File: src/rtl/demux3_1_2_buf_pkg.sv
// rtl/demux3_1_2_buf_pkg.sv - shared constants for the buffered 1-to-2 demultiplexer
package demux3_1_2_buf_pkg;

    localparam int W_DEF     = 3;
    localparam int DEPTH_DEF = 2;
    localparam int CNT_W_DEF = 8;

    // Destination encodings carried on in_sel
    localparam logic CH0 = 1'b0;
    localparam logic CH1 = 1'b1;

endpackage

File: src/rtl/demux_fifo.sv
// rtl/demux_fifo.sv - per-channel output FIFO with registered full/empty and zeroed empty head
module demux_fifo #(
    parameter int W     = 3,
    parameter int DEPTH = 2
) (
    input  logic         clk,
    input  logic         rst_n,
    input  logic         push,
    input  logic         pop,
    input  logic [W-1:0] din,
    output logic [W-1:0] dout,
    output logic         full,
    output logic         empty
);

    localparam int AW = $clog2(DEPTH);
    localparam logic [AW:0] DEPTH_CNT = (AW + 1)'(DEPTH);

    logic [W-1:0]  mem_q [DEPTH];
    logic [AW-1:0] wr_ptr_q, wr_ptr_d;
    logic [AW-1:0] rd_ptr_q, rd_ptr_d;
    logic [AW:0]   count_q, count_d;

    // Qualify requests so a stray push on full or pop on empty cannot corrupt state
    logic do_push;
    logic do_pop;

    assign full    = (count_q == DEPTH_CNT);
    assign empty   = (count_q == '0);
    assign do_push = push && !full;
    assign do_pop  = pop && !empty;

    // Head word is masked to zero while empty so downstream never sees stale data
    assign dout = empty ? '0 : mem_q[rd_ptr_q];

    // Next-state for pointers and occupancy; pointers wrap naturally at DEPTH
    always_comb begin
        wr_ptr_d = wr_ptr_q;
        rd_ptr_d = rd_ptr_q;
        count_d  = count_q;
        if (do_push) begin
            wr_ptr_d = wr_ptr_q + 1'b1;
        end
        if (do_pop) begin
            rd_ptr_d = rd_ptr_q + 1'b1;
        end
        case ({do_push, do_pop})
            2'b10:   count_d = count_q + 1'b1;
            2'b01:   count_d = count_q - 1'b1;
            default: count_d = count_q;
        endcase
    end

    // Pointer and occupancy registers, discarded asynchronously on reset
    always_ff @(posedge clk or negedge rst_n) begin
        if (!rst_n) begin
            wr_ptr_q <= '0;
            rd_ptr_q <= '0;
            count_q  <= '0;
        end else begin
            wr_ptr_q <= wr_ptr_d;
            rd_ptr_q <= rd_ptr_d;
            count_q  <= count_d;
        end
    end

    // Storage array; contents need no reset because dout is masked when empty
    always_ff @(posedge clk) begin
        if (do_push) begin
            mem_q[wr_ptr_q] <= din;
        end
    end

endmodule

File: src/rtl/demux3_1_2_buf.sv
// rtl/demux3_1_2_buf.sv - registered 1-to-2 demux with per-output FIFOs; DEMUX_CNT_EN adds delivery counters
module demux3_1_2_buf
    import demux3_1_2_buf_pkg::*;
#(
    parameter int W     = W_DEF,
    parameter int DEPTH = DEPTH_DEF
`ifdef DEMUX_CNT_EN
    ,
    parameter int CNT_W = CNT_W_DEF
`endif
) (
    input  logic             clk,
    input  logic             rst_n,
    input  logic             in_valid,
    output logic             in_ready,
    input  logic [W-1:0]     in_data,
    input  logic             in_sel,
    output logic             out0_valid,
    input  logic             out0_ready,
    output logic [W-1:0]     out0_data,
    output logic             out1_valid,
    input  logic             out1_ready,
    output logic [W-1:0]     out1_data
`ifdef DEMUX_CNT_EN
    ,
    output logic [CNT_W-1:0] cnt0,
    output logic [CNT_W-1:0] cnt1
`endif
);

    logic full0, full1;
    logic empty0, empty1;
    logic push0, push1;
    logic pop0, pop1;
    logic accept;

    // Ready looks only at the registered full flag of the chosen FIFO, so a
    // same-cycle pop never opens a slot for the incoming word
    assign in_ready = (in_sel == CH1) ? !full1 : !full0;
    assign accept   = in_valid && in_ready;
    assign push0    = accept && (in_sel == CH0);
    assign push1    = accept && (in_sel == CH1);

    assign out0_valid = !empty0;
    assign out1_valid = !empty1;
    assign pop0       = out0_valid && out0_ready;
    assign pop1       = out1_valid && out1_ready;

    demux_fifo #(
        .W     (W),
        .DEPTH (DEPTH)
    ) u_fifo0 (
        .clk   (clk),
        .rst_n (rst_n),
        .push  (push0),
        .pop   (pop0),
        .din   (in_data),
        .dout  (out0_data),
        .full  (full0),
        .empty (empty0)
    );

    demux_fifo #(
        .W     (W),
        .DEPTH (DEPTH)
    ) u_fifo1 (
        .clk   (clk),
        .rst_n (rst_n),
        .push  (push1),
        .pop   (pop1),
        .din   (in_data),
        .dout  (out1_data),
        .full  (full1),
        .empty (empty1)
    );

`ifdef DEMUX_CNT_EN
    logic [CNT_W-1:0] cnt0_q, cnt0_d;
    logic [CNT_W-1:0] cnt1_q, cnt1_d;

    // Delivered-word counters step on each pop and wrap modulo 2^CNT_W
    always_comb begin
        cnt0_d = cnt0_q;
        cnt1_d = cnt1_q;
        if (pop0) begin
            cnt0_d = cnt0_q + 1'b1;
        end
        if (pop1) begin
            cnt1_d = cnt1_q + 1'b1;
        end
    end

    // Counter registers, cleared with the FIFOs
    always_ff @(posedge clk or negedge rst_n) begin
        if (!rst_n) begin
            cnt0_q <= '0;
            cnt1_q <= '0;
        end else begin
            cnt0_q <= cnt0_d;
            cnt1_q <= cnt1_d;
        end
    end

    assign cnt0 = cnt0_q;
    assign cnt1 = cnt1_q;
`endif

endmodule

File: config.mk
export PLATFORM = sky130hd
export DESIGN_NAME = demux3_1_2_buf
export DESIGN_NICKNAME = d
export VERILOG_FILES = /design/src/rtl/demux3_1_2_buf_pkg.sv /design/src/rtl/demux_fifo.sv /design/src/rtl/demux3_1_2_buf.sv
export SDC_FILE = /design/constraint.sdc
export NUM_CORES = 1
export LEC_CHECK = 0
export ABC_AREA = 1
export BUFFER_PORTS_ARGS = -buffer_cell sky130_fd_sc_hd__buf_2
export CORE_MARGIN = 3
export CORE_UTILIZATION = 45
export CTS_BUF_LIST = sky130_fd_sc_hd__clkbuf_4
export DETAILED_ROUTE_END_ITERATION = 6
export GPL_ROUTABILITY_DRIVEN = 0
export PLACE_DENSITY = 0.67
export SLEW_MARGIN = 20
export SYNTH_ARGS = -nofsm -noshare
export SYNTH_HDL_FRONTEND = slang
export SYNTH_SLANG_ARGS = --single-unit
File: constraint.sdc
create_clock -name clk -period 1.9 [get_ports clk]
set_clock_uncertainty 0.15 [all_clocks]
set_input_delay 0.285 -clock clk [delete_from_list [all_inputs] [get_ports clk]]
set_output_delay 0.285 -clock clk [all_outputs]
set_load 0.02 [all_outputs]
---- After elaboration in Yosys (flattened, before gate mapping) ----
Memories as Yosys holds them, arrays and structs flattened.
Index checks and enable logic that the tools add are counted.
storage, ports and cells
  memories ................................ 2
  memory bits (writable) .................. 12
  flip-flop bits (word level) ............. 8
  bits of input ports ..................... 9
  logic and storage cells ................. 49
memory list
  name           words  width  rd ports  clocked after Yosys merged registers in  write ports  line              text
  u_fifo0.mem_q  2      3      1         0                                        1            demux_fifo.sv:19  logic [W-1:0] mem_q [DEPTH];
  u_fifo1.mem_q  2      3      1         0                                        1            demux_fifo.sv:19
operators by class
  reduce and logical (&&, ||, !) cells .... 17
  bitwise gates (word level) .............. 1
  add/sub/neg operators ................... 8
  eq/ne operators ......................... 6
  mux-type cells .......................... 9
operators with widths
  cell                                              number
  logical AND 1 bit                                 9
  == test 2 bit, second input constant              4
  case mux 2 bit (2 select lines)                   2
  2-to-1 mux 3 bit                                  2
  2-to-1 mux 1 bit                                  5
  adder 1 bit, second input constant                4
  adder 2 x 1 -> 2 bit, second input constant       2
  == test 2 x 1 -> 1 bit, second input constant     2
  logical NOT 1 bit                                 4
  logical NOT 2 bit                                 2
  nonzero test 2 bit                                2
  subtractor 2 x 1 -> 2 bit, second input constant  2
  inverter 1 bit                                    1

---- Logic depth before layout (Yosys ltp) ----
  depth in word-level cells ............... 8
  depth in mapped cells ................... 9

---- Modules after synthesis ----
From an unflattened synthesis, not the netlist that was laid out.
second synthesis, totals
  cell total of the unflattened synthesis .. 109
  area, all modules ....................... 992.2 um^2
modules (own cells, without submodules)
  module          instances  area each (um^2)  cells an instance  sequential area each (um^2)
  demux_fifo      2          465.4             47                 280.3
  demux3_1_2_buf  1          61.3              15                 0.0

---- Least setup slack after synthesis ----
Ideal clock, no wire load.
  kind .................................... register to register
  start point ............................. register u_fifo0.count_q[1]
  end point ............................... register u_fifo0.count_q[1]
  data arrival time ....................... 1193 ps
  setup slack ............................. 440 ps
  stages on the path, launching flop included .. 8
  setup time .............................. 117 ps
  data required time ...................... 1633 ps
  path through ............................ dfrtp_1 -> nor2_2 -> nor2_2 -> ha_1 -> inv_1 -> nand3_1 -> nand2_1 -> nand2_1
between the ends
  elaborated cells between the ends (all ways) .. 16
  those cells by class .................... 2 x add/sub; 3 x eq/ne; 2 x mux; 9 x reduce/logical
RTL lines
  what                                                                          line                                    text
  from (decl)                                                                   demux_fifo.sv:22                        logic [AW:0] count_q, count_d;
  from (signal assigned)                                                        demux_fifo.sv:63                        count_q <= count_d;
  logical NOT 2 bit (*)                                                         demux_fifo.sv:29                        assign empty = (count_q == '0);
  logical NOT 1 bit (*)                                                         demux_fifo.sv:31, demux3_1_2_buf.sv:44
  logical AND 1 bit                                                             demux3_1_2_buf.sv:46                    assign pop0 = out0_valid && out0_ready;
  logical AND 1 bit (*)                                                         demux_fifo.sv:31                        assign do_pop = pop && !empty;
  via u_fifo0.do_pop                                                            demux_fifo.sv:26                        logic do_pop;
  == test 2 x 1 -> 1 bit / == test 2 bit (equally long branches)                demux_fifo.sv:47                        case ({do_push, do_pop})
  case mux 2 bit (2 select lines) / nonzero test 2 bit (equally long branches)  --
The timed path passes the listed nets; every way through them passes the cells marked *.
A chain may end at the register's enable or synchronous reset.

---- Final worst setup path ----
  start point ............................. register u_fifo1.count_q[1]
  end point ............................... output out1_data[0]
between the ends
  longest elaborated chain between the ends .. 2
ends and longest elaborated chain
  what                    line                  text
  from (decl)             demux_fifo.sv:22
  from (signal assigned)  demux_fifo.sv:63
  logical NOT 2 bit       demux_fifo.sv:29
  2-to-1 mux 3 bit        demux_fifo.sv:34      assign dout = empty ? '0 : mem_q[rd_ptr_q];
  to (decl)               demux3_1_2_buf.sv:23  output logic [W-1:0] out1_data
Every way passes these cells.

==> impl.org <==
** Status
- Result of the run :: finished clean

** Yosys
- Total number of yosys warnings :: 0
- For this run, the register share of the synthesized area comes to 60.2%.
- Count of flip-flops with a built-in enable after synthesis :: 12
- Synthesis inferred 20 register bits.
- Fraction of synthesized cell area in xor and xnor cells :: 1.88%
- sky130_fd_sc_hd__edfxtp_1 takes more of the synthesized area than any other cell.
- After synthesis, the largest family of logic cells by area is simple AND/OR/NAND/NOR gates.
- Among all cell types in the netlist, the one instantiated most often is sky130_fd_sc_hd__nand2_1.
- After synthesis, the share of cell area in mux cells is 0%.
- Total standard cell area after synthesis :: 931 µm²
- Average footprint of a synthesized cell :: 9.50 µm²
- The synthesized netlist devotes roughly 2.7% of its cell area to adder and majority cells.
- Counting flops with an async set or reset pin after synthesis yields a share of 40.0%.
- In this run the biggest area consumer among cell types represents 38.7% of the synthesized area.
- Synthesized-area fraction occupied by ao, oa, aoi and oai cells :: about 4.3%
- The synthesized netlist devotes between 20% and 30% of its cell area to simple gates.
- Commonest cells post-synth :: sky130_fd_sc_hd__nand2_1, sky130_fd_sc_hd__inv_1, sky130_fd_sc_hd__edfxtp_1, sky130_fd_sc_hd__dfrtp_1, sky130_fd_sc_hd__a21oi_1
- Cells after synthesis :: 98
- Top cells by area, synth :: sky130_fd_sc_hd__edfxtp_1, sky130_fd_sc_hd__dfrtp_1, sky130_fd_sc_hd__nand2_1, sky130_fd_sc_hd__inv_1, sky130_fd_sc_hd__a21oi_1
- Leading register cell type out of synthesis :: sky130_fd_sc_hd__edfxtp_1
- Synthesis instantiated 15 different standard cells from the library.
- Net Count, Synth :: 109

** Placement
- Number of port buffers :: 17
- The number of placed instances, taps included, is 140.
- Placed cell areas :: roughly 1000 µm²
- The wire-length estimate of the detail-placed layout is 1290 µm.

** Detailed routing
- For this run, the detailed router's first-pass iteration total came to 4.
- Final WL :: approximately 1700 µm
- The routed layout has 700 vias.
- Dividing the detail-routed wire length by the instance count gives 11.8 µm.
- Total DRC errors in the routed layout :: 0
- Number of routed nets with antenna violations :: 0
- Using the TritonRoute via totals, the vias-per-cell ratio works out to just under 5.
- DRC violation total after the first TritonRoute iteration :: 20

** Critical path
- Cell type of the slowest stage on the worst timing path :: sky130_fd_sc_hd__dfrtp_1
- For the worst setup path, the data arrival time is 1.24 ns.
- In this run the critical register-to-register path is captured at u_fifo1.count_q[1].
- Launch instance of the worst register-to-register path :: u_fifo1.count_q[1]
- The worst setup path is captured at an output port.
- R2R Setup Slk :: 0.26 ns
- The critical path goes through nor2_2 -> a21oi_1 -> buf_2.
- The critical path is of the flop to output port type.
- Measured in cells, the most critical reg-to-reg path has a length of 7.
- Required time of the critical path :: 1.46 ns
- Along the worst path, the maximum fanout reaches 6.
- STA classifies the critical path startpoint as a flop.
- Crit path buf inv count :: 1
- Category of cells accounting for the largest share of critical-path delay :: flip-flops
- On the worst path, the slowest cell contributes a delay of 0.44 ns.

** Die
- Top Ports :: 18
- Area enclosed by the die boundary :: 2650 µm²
- FP Rows :: 15
- Measured along the x axis, the die boundary spans ~51 µm.
- Die Y-Extent :: 51.5 µm
- Placeable core area :: between 1500 and 2000 µm²
- Initial core utilization :: approximately 50%

** Hold path
- The path with the worst hold slack has its endpoint at u_fifo0.mem_q[0][2].
- Worst min path class :: input port to flop
- The startpoint identified for the worst hold timing path is in_data[2].
- Depth of the worst hold-timing path :: 1

** Clock tree
- The later pin in the worst-skew pair is clocked with a latency of 0.31 ns.
- Buffers inserted by post-CTS timing repair :: 0
- Resize count post-CTS :: 0
- CTS placed an instance of sky130_fd_sc_hd__clkbuf_4 at the clock tree root.
- Clock slew at reported path FFs :: ~0.12 ns
- Clk sink count :: 20
- The clock passes through at most 2 buffers.
- CTS tree :: built
- Clock buffer count from CTS :: 3
- Depth of the CTS H-tree :: 1

** Cells and area
- Count of placed standard cells in the final layout, fillers left out :: 145
- Fraction of layout cells with a size suffix above 1 :: between 20% and 30%
- Fill cells in the final layout number 161.
- Number of nets in the layout :: 132
- In the final layout, the multi-input gates occupy 299 µm².
- Final Instance Area :: 1110 µm²
- The repair_antennas step left the layout with diodes totalling 0.
- The sequential cells in the finished layout cover a total of about 560 µm².
- Signed area change from the synthesized netlist to the final layout :: 19.2%

** Global routing
- The first global-routing pass estimated 2910 µm of wire.
- Largest net degree at the start of global routing :: 13
- The total overflow left after global routing is 0.
- Total global routing track utilization :: 15.3%
- Antenna violations before repair :: 0
- Number of global-route vias before repair :: 669

** Pwr
- Relative contribution of sequential cells to total power :: 39.0%
- Clock power share :: 19.7%
- In this run the static leakage power is 0.548 nW.
- Combinational cells account for about two fifths of the total power.
- Internal power comes to between 0.001 and 0.0015 W.
- Worst supply voltage drop on vdd :: 760 µV
- In this run the power spent charging and discharging nets is 0.000719 W.
- Of the total power, the share spent switching nets is 40.6%.
- Dividing total power by cell area gives a power density of 1600 nW/µm².

** Flow run
- Max-cap violations in this run came to 0.

** Timing
- The final hold violation count came to 0.
- Headroom to the max-slew limit came out at about 82%.
- The max-slew violation total from the final report is 0.
- Tightest Pin Transition :: 0.262 ns
- Max Clk Rate :: 0.598 GHz
- Setup violations remaining at the end of the flow were counted as 0.
- After layout, the minimum clock period comes to around 1.7 ns.
- RSZ-0062 raised after global routing :: false
- Of the available clock period, the critical path in the final layout requires 88.0%.
- Final-layout setup total negative slack :: 0 ns
sequential cells by signal (all words and copies together), names as in the netlist:
register / cells
u_fifo0.rd_ptr_q: 1
u_fifo0.mem_q: 6
u_fifo0.count_q: 2
u_fifo1.mem_q: 6
u_fifo0.wr_ptr_q: 1
u_fifo1.count_q: 2
u_fifo1.wr_ptr_q: 1
u_fifo1.rd_ptr_q: 1
worst max path at each step:
stage	startpoint	endpoint	slack, ns	depth (start not counted)
after detailed placement	u_fifo1.count_q[1]	u_fifo1.count_q[1]	0.30	7
final	u_fifo1.count_q[1]	out1_data[0]	0.23	3
after global routing	u_fifo1.count_q[1]	out1_data[0]	0.13	3
after floorplan	u_fifo0.count_q[1]	u_fifo0.count_q[1]	0.44	7
after global placement	u_fifo1.count_q[1]	u_fifo1.count_q[1]	0.35	7
after CTS	u_fifo1.count_q[1]	out1_data[2]	0.21	3
placed cells by master (no fill, tap or decap):
cell type | Yosys | layout
sky130_fd_sc_hd__clkbuf_4 | 0 | 3
sky130_fd_sc_hd__nand2_2 | 2 | 2
sky130_fd_sc_hd__nand3_2 | 2 | 2
sky130_fd_sc_hd__a21oi_1 | 6 | 6
sky130_fd_sc_hd__nor2_1 | 2 | 2
sky130_fd_sc_hd__dlygate4sd3_1 | 0 | 1
sky130_fd_sc_hd__nand2_1 | 31 | 31
sky130_fd_sc_hd__buf_2 | 0 | 17
sky130_fd_sc_hd__inv_2 | 2 | 2
sky130_fd_sc_hd__inv_1 | 17 | 17
sky130_fd_sc_hd__bufinv_16 | 0 | 1
sky130_fd_sc_hd__dfrtp_1 | 8 | 8
sky130_fd_sc_hd__nor2_2 | 4 | 4
sky130_fd_sc_hd__nand4_1 | 4 | 4
sky130_fd_sc_hd__xnor2_1 | 2 | 2
sky130_fd_sc_hd__nand3_1 | 2 | 2
sky130_fd_sc_hd__ha_1 | 2 | 2
sky130_fd_sc_hd__edfxtp_1 | 12 | 12
sky130_fd_sc_hd__o21ai_0 | 2 | 2
layout make-up:
class,count,area share [%]
Tap cell,25,2.82
Multi-Input combinational cell,59,26.9
Clock inverter,1,2.71
Clock buffer,3,2.03
Timing Repair Buffer,18,8.57
Sequential cell,20,50.5
Inverter,19,6.43
what timing repair did:
| item | CTS | global route |
|---|---|---|
| hold buffers | 1 | 0 |
| hold endpoints to repair | 8 | 0 |
| endpoints found under the setup margin | 0 | 0 |
metrics by stage:
stage | hold WS, ns | worst slack (ns) | total power [W] | utilization [%]
3_5_place_dp | -0.0000542 | 0.305 | 0.00143 | 56.9
6_report | 0.0363 | 0.228 | 0.00177 | 60.3
2_1_floorplan | -0.161 | 0.440 | 0.00122 | -
4_1_cts | 0.0245 | 0.214 | 0.00178 | 60.3
3_3_place_gp | -0.00403 | 0.351 | 0.00140 | 56.9
5_1_grt | 0.0217 | 0.130 | 0.00191 | 60.3
metal layers:
metal  vias up  global-route usage [%]  part of all wire (%)
li1        358                       -                     -
met1       315                    20.7                    45
met2        25                    23.1                    47
met3         2                    3.21                   6.7
met4         0                    7.86                  0.70
met5         -                       0                     0
power groups by stage:
stage	combinational (W)	sequential, W	clock [W]
after global placement	0.000705	0.000696	0
after detailed placement	0.000728	0.000699	0
final	0.000733	0.000690	0.000348
after global routing	0.000830	0.000706	0.000376
after CTS	0.000740	0.000689	0.000357
after floorplan	0.000543	0.000678	0
cell families after synthesis:
| group | after synthesis |
|---|---|
| buffers and inverters | 19 |
| flip-flops | 20 |
| adder cells (fa/ha/maj) | 2 |
| AO/OA/AOI/OAI | 8 |
| XOR/XNOR | 2 |
| AND/OR/NAND/NOR | 47 |
No activity file was read; power rests on OpenSTA's default activity.
